## config.mk

```make
export PLATFORM = sky130hd
export DESIGN_NAME = gpio_led_ctrl_flat
export DESIGN_NICKNAME = d
export VERILOG_FILES = /design/src/rtl/gpio_led_ctrl_if.sv /design/src/rtl/gpio_led_ctrl.sv /design/src/flat_wrapper.sv
export SDC_FILE = /design/constraint.sdc
export NUM_CORES = 1
export LEC_CHECK = 0
export CAP_MARGIN = 20
export CORE_MARGIN = 10
export CORE_UTILIZATION = 64
export CTS_CLUSTER_DIAMETER = 200
export DETAILED_ROUTE_END_ITERATION = 6
export HOLD_SLACK_MARGIN = 0.1
export MAX_ROUTING_LAYER = met4
export PLACE_DENSITY = 0.83
export SLEW_MARGIN = 15
export SYNTH_ARGS = -nofsm -noshare
export SYNTH_HDL_FRONTEND = slang
export SYNTH_SLANG_ARGS = --single-unit
```

## constraint.sdc

```tcl
create_clock -name OSC_FPGA -period 3.6 [get_ports OSC_FPGA]
set_input_delay 0.72 -clock OSC_FPGA [delete_from_list [all_inputs] [get_ports OSC_FPGA]]
set_output_delay 0.72 -clock OSC_FPGA [all_outputs]
set_load 0.005 [all_outputs]
```

## src/rtl/gpio_led_ctrl_if.sv

```systemverilog
// GPIO control word in, LED drive out, between wishbone_communication and the LED engine.
interface gpio_led_ctrl_if;
  logic [15:0] GPIO_IN;
  logic [1:0]  LED;

  modport master (output GPIO_IN, input LED);
  modport slave  (input GPIO_IN, output LED);
endinterface

```

## src/rtl/gpio_led_ctrl.sv

```systemverilog
// LED engine for the two board LEDs: static, blink, PWM dimming and breathing modes,
// all selected by fields of the 16-bit GPIO control word.
module gpio_led_ctrl #(
  parameter int unsigned PRESCALE   = 4,
  parameter int unsigned BLINK_BASE = 16
) (
  input  logic           OSC_FPGA,
  input  logic           RST,
  gpio_led_ctrl_if.slave gpio
);

  localparam int unsigned PRE_W = (PRESCALE > 1) ? $clog2(PRESCALE) : 1;
  localparam int unsigned BLK_W = BLINK_BASE + 16;

  typedef enum logic [1:0] {
    MODE_STATIC  = 2'd0,
    MODE_BLINK   = 2'd1,
    MODE_PWM     = 2'd2,
    MODE_BREATHE = 2'd3
  } mode_t;

  typedef enum logic {
    DIR_UP   = 1'b0,
    DIR_DOWN = 1'b1
  } dir_t;

  logic [15:0]      ctl;
  mode_t            mode_prev;
  logic [PRE_W-1:0] pre_cnt;
  logic [7:0]       pwm_cnt;
  logic [BLK_W-1:0] blink_cnt;
  logic [BLK_W-1:0] blink_shift;
  logic [7:0]       bre_duty;
  dir_t             dir;
  logic [1:0]       led_q;

  logic [1:0] ctl_en;
  mode_t      ctl_mode;
  logic [3:0] ctl_rate;
  logic [7:0] ctl_duty;
  logic       mode_chg;
  logic       tick;
  logic       frame_end;
  logic       phase;
  logic       pat;

  assign ctl_en    = ctl[1:0];
  assign ctl_mode  = mode_t'(ctl[3:2]);
  assign ctl_rate  = ctl[7:4];
  assign ctl_duty  = ctl[15:8];
  assign mode_chg  = (ctl_mode != mode_prev);
  assign tick      = (pre_cnt == PRE_W'(PRESCALE - 1));
  assign frame_end = tick && (pwm_cnt == 8'hFF);

  assign blink_shift = blink_cnt >> ctl_rate;
  assign phase       = blink_shift[BLINK_BASE];

  assign gpio.LED = led_q;

  always_ff @(posedge OSC_FPGA or posedge RST) begin
    if (RST) begin
      ctl       <= '0;
      mode_prev <= MODE_STATIC;
    end else begin
      ctl       <= gpio.GPIO_IN;
      mode_prev <= ctl_mode;
    end
  end

  always_ff @(posedge OSC_FPGA or posedge RST) begin
    if (RST) begin
      pre_cnt <= '0;
      pwm_cnt <= '0;
    end else if (tick) begin
      pre_cnt <= '0;
      pwm_cnt <= pwm_cnt + 8'd1;
    end else begin
      pre_cnt <= pre_cnt + 1'b1;
    end
  end

  always_ff @(posedge OSC_FPGA or posedge RST) begin
    if (RST) begin
      blink_cnt <= '0;
    end else if (mode_chg) begin
      blink_cnt <= '0;
    end else begin
      blink_cnt <= blink_cnt + 1'b1;
    end
  end

  // Triangle 0..255..0; turning on 254/1 makes each end point last exactly one frame.
  always_ff @(posedge OSC_FPGA or posedge RST) begin
    if (RST) begin
      bre_duty <= '0;
      dir      <= DIR_UP;
    end else if (mode_chg) begin
      bre_duty <= '0;
      dir      <= DIR_UP;
    end else if (frame_end) begin
      if (dir == DIR_UP) begin
        bre_duty <= bre_duty + 8'd1;
        if (bre_duty == 8'd254) dir <= DIR_DOWN;
      end else begin
        bre_duty <= bre_duty - 8'd1;
        if (bre_duty == 8'd1) dir <= DIR_UP;
      end
    end
  end

  // On the mode-change clock the stale blink/breathe state is still visible; hold it dark
  // so the new mode really starts from its dark phase.
  always_comb begin
    pat = 1'b0;
    unique case (ctl_mode)
      MODE_STATIC:  pat = 1'b1;
      MODE_BLINK:   pat = phase && !mode_chg;
      MODE_PWM:     pat = (pwm_cnt < ctl_duty);
      MODE_BREATHE: pat = (pwm_cnt < bre_duty) && !mode_chg;
      default:      pat = 1'b0;
    endcase
  end

  always_ff @(posedge OSC_FPGA or posedge RST) begin
    if (RST) begin
      led_q <= '0;
    end else begin
      led_q <= ctl_en & {2{pat}};
    end
  end

endmodule

```

## src/flat_wrapper.sv

```systemverilog
// flat-port wrapper written by rule: the top's interface ports become plain ports
module gpio_led_ctrl_flat 
#(
  parameter int unsigned PRESCALE   = 4,
  parameter int unsigned BLINK_BASE = 16
)
  (OSC_FPGA, RST, gpio_GPIO_IN, gpio_LED);
  gpio_led_ctrl_if gpio_i ();
  input  logic OSC_FPGA;
  input  logic RST;
  input wire logic [$bits(gpio_i.GPIO_IN)-1:0] gpio_GPIO_IN;
  output wire logic [$bits(gpio_i.LED)-1:0] gpio_LED;
  assign gpio_i.GPIO_IN = gpio_GPIO_IN;
  assign gpio_LED = gpio_i.LED;
  gpio_led_ctrl #(.PRESCALE(PRESCALE), .BLINK_BASE(BLINK_BASE)) u_core (.OSC_FPGA(OSC_FPGA), .RST(RST), .gpio(gpio_i));
endmodule
```

==> results.sh <==
export IMPL_r2r_end="u_core.gpio.LED[0]"
export IMPL_cts_buffers=9
export IMPL_whs_ns=0.443
export IMPL_syn_area_mm2=0.00359
export IMPL_remaining_drc_errors=0
export IMPL_coreArea_mm2=0.00547
export IMPL_synth_area_per_cell_um2=10.5
export IMPL_clk_latency_ns=0.35
export IMPL_min_period_ns=1.96
export IMPL_endpoint="u_core.gpio.LED[0]"
export IMPL_yosysSeqAreaShare_pct=49.4
export IMPL_die_height_um=94.9
export IMPL_die_width_um=94.9
export IMPL_vdd_drop_max_mv=0.261
export IMPL_cp_max_fo=6
export IMPL_post_drt_wl_per_cell_um=15.9
export IMPL_period_share_pct=54.6
export IMPL_place_gp_congestion=0.861
export IMPL_hold_violations=0
export IMPL_startpoint_type="flop"
export IMPL_drt_iter0_drc=89
export IMPL_finalPower_w=0.00148
export IMPL_track_usage_pct=17.7
export IMPL_ys_types=47
export IMPL_critPathKind="flop to flop"
export IMPL_pwr_share_seq_pct=55.6
export IMPL_power_internal_w=0.00110
export IMPL_critPathRequiredTime_ns=3.86
export IMPL_htree_levels=3
export IMPL_cts_tree="done"
export IMPL_pin_count=20
export IMPL_setup_tns_ns=0
export IMPL_clkPwrFrac_pct=39.3
export IMPL_p_leak_nw=1.78
export IMPL_switchingPower_w=0.000378
export IMPL_finalMaxSlewViolations=0
export IMPL_crit_path_start="u_core.pwm_cnt[1]"
export IMPL_grt_pass1_vias=2736
export IMPL_rows=27
export IMPL_clock_skew_final_ns=0.0104
export IMPL_synth_cells=342
export IMPL_ctsResizeCount=0
export IMPL_tightest_slew_ns=0.815
export IMPL_ant_nets=0
export IMPL_fmax_ghz=0.509
export IMPL_worstPathArrival_ns=2.23
export IMPL_nets=408
export IMPL_synth_edff_count=0
export IMPL_synth_seq_cells=71
export IMPL_die_area_mm2=0.00901
export IMPL_grt_max_degree=41
export IMPL_min_path_type="flop to flop"
export IMPL_syn_nets=381
export IMPL_clock_path_buffers=2
export IMPL_swShare_pct=25.6
export IMPL_ctsHoldBuffers=0
export IMPL_area_growth_syn_to_layout_pct=12.6
export IMPL_port_buffers=19
export IMPL_reg2reg_slack_ns=1.64
export IMPL_p_per_area_mw_per_mm2=365
export IMPL_rsz0062_at_grt="false"
export IMPL_outcome="complete, no violations"
export IMPL_max_slew_margin_rel_pct=45.6
export IMPL_r2r_cells=5
export IMPL_reg2reg_from="u_core.pwm_cnt[1]"
export IMPL_initial_core_util_pct=65.7
export IMPL_layout_drive_gt1_share_pct=8.02
export IMPL_cts_sinks=71
export IMPL_synth_flop_cell="dfrtp_1"
export IMPL_vias=2625
export IMPL_async_flop_share_pct=100
export IMPL_antenna_found_initial=0
export IMPL_drt_total_wl_um=7100
export IMPL_dr_pass1_iters=4
export IMPL_ys_warn_count=0
export IMPL_overflow=0
export IMPL_comb_power_share_pct=5.2
export IMPL_cts_root_buf="clkbuf_8"
export IMPL_crit_path_end_kind="flop"
export IMPL_dp_hpwl_um=5090
export IMPL_grt_pass1_wl_um=12400
export IMPL_diodes=0
export IMPL_clk_pin_slew_ns=0.08
export IMPL_nFillCells=396
export IMPL_post_cts_buffers=0
export IMPL_drv_cap=0
export IMPL_setup_viol=0
export IMPL_vias_per_cell=5.89
-- synthesized netlist by cell type, types with 5 or more instances --
| library cell | count | area share [%] |
|---|---|---|
| a21oi_1 | 10 | 1.4 |
| nor2b_1 | 5 | 0.87 |
| mux2i_1 | 8 | 2.2 |
| xnor2_1 | 19 | 4.6 |
| ha_1 | 21 | 7.3 |
| inv_1 | 16 | 1.7 |
| nand3_1 | 17 | 2.4 |
| nor2_1 | 43 | 4.5 |
| and3_1 | 7 | 1.2 |
| nand2_1 | 18 | 1.9 |
| nor4_1 | 5 | 0.87 |
| nor3_1 | 5 | 0.70 |
| dfrtp_1 | 71 | 49 |
| xor2_1 | 21 | 5.1 |
| nand4_1 | 13 | 2.3 |
| or3_1 | 6 | 1.0 |
| o21ai_0 | 11 | 1.5 |
-- cell type report --
| cell class | instances | area, um2 | area share [%] |
|---|---|---|---|
| Sequential cell | 71 | 1780 | 43.9 |
| Timing Repair Buffer | 23 | 220 | 5.44 |
| Inverter | 16 | 60.1 | 1.48 |
| Multi-Input combinational cell | 248 | 1720 | 42.5 |
| Clock buffer | 9 | 124 | 3.06 |
| Clock inverter | 7 | 56.3 | 1.39 |
| Tap cell | 72 | 90.1 | 2.23 |
-- logic make-up (layout without fill, tap and decap cells) --
family | Yosys count | after routing | share of synthesized area, %
AND/OR/NAND/NOR | 136 | 136 | 20.6
flip-flops | 71 | 71 | 49.4
AO/OA/AOI/OAI | 42 | 42 | 7.63
XOR/XNOR | 40 | 40 | 9.75
buffers and inverters | 23 | 55 | 2.75
adder cells (fa/ha/maj) | 21 | 21 | 7.31
multiplexers | 9 | 9 | 2.54
-- power groups by stage --
stage	sequential [W]	combinational (W)	clock, W
after floorplan	0.000833	0.0000451	0
after global placement	0.000836	0.0000761	0
after detailed placement	0.000837	0.0000784	0
after CTS	0.000821	0.0000787	0.000594
after global routing	0.000823	0.0000857	0.000622
final	0.000821	0.0000763	0.000580
-- per-stage QoR --
step | utilization, % | instances | setup slack (ns) | area (um2)
finish | 73.9 | 446 | 1.64 | 4050
global route | 73.9 | 446 | 1.54 | 4050
CTS | 73.9 | 446 | 1.63 | 4050
detailed placement | 70.6 | 430 | 1.59 | 3860
global placement | 70.6 | 430 | 1.61 | 3860
floorplan | - | 342 | 1.08 | 3590
-- flip-flops by register name, indices dropped and copies added (netlist names) --
signal,count
u_core.mode_prev,2
u_core.pwm_cnt,8
u_core.gpio.LED,2
u_core.pre_cnt,2
u_core.blink_cnt,32
u_core.bre_duty,8
u_core.dir,1
u_core.ctl,16
-- layer usage --
layer  track usage (%)  vias to the layer above  share of wire (%)
met2              29.3                       40                 53
met3              5.08                       18                2.9
met1              19.7                     1302                 42
li1                  -                     1265                  -
met4              7.36                        0                1.8
met5                 -                        -                  0
-- worst max-delay path, stage by stage (launching register included) --
cell and delay (ns):
dfrtp_1 0.46, ha_1 0.32, a2111oi_0 0.54, nor4_1 0.15
o32a_1 0.22, a21boi_0 0.19
-- worst min-delay path by stage --
stage	from	end	slack [ns]	cells past startpoint
floorplan	u_core.pre_cnt[0]	u_core.pre_cnt[0]	0.40	1
global placement	u_core.pre_cnt[0]	u_core.pre_cnt[0]	0.41	1
finish	u_core.pre_cnt[0]	u_core.pre_cnt[0]	0.44	1
global route	u_core.pre_cnt[0]	u_core.pre_cnt[0]	0.48	1
detailed placement	u_core.pre_cnt[0]	u_core.pre_cnt[0]	0.44	1
CTS	u_core.pre_cnt[0]	u_core.pre_cnt[0]	0.45	1
-- layout by cell type (no fill, tap or decap), types with 5 or more instances in the layout --
cell	count
and3_1	7
nand3_1	17
mux2i_1	8
a21oi_1	10
ha_1	21
o21ai_0	11
or3_1	6
inv_1	15
nor2b_1	5
nor2_1	43
clkbuf_8	9
xor2_1	21
nand2_1	18
nor4_1	5
nand4_1	13
nor3_1	5
xnor2_1	19
dfrtp_1	71
clkdlybuf4s50_1	19
No activity file was read; power rests on OpenSTA's default activity.
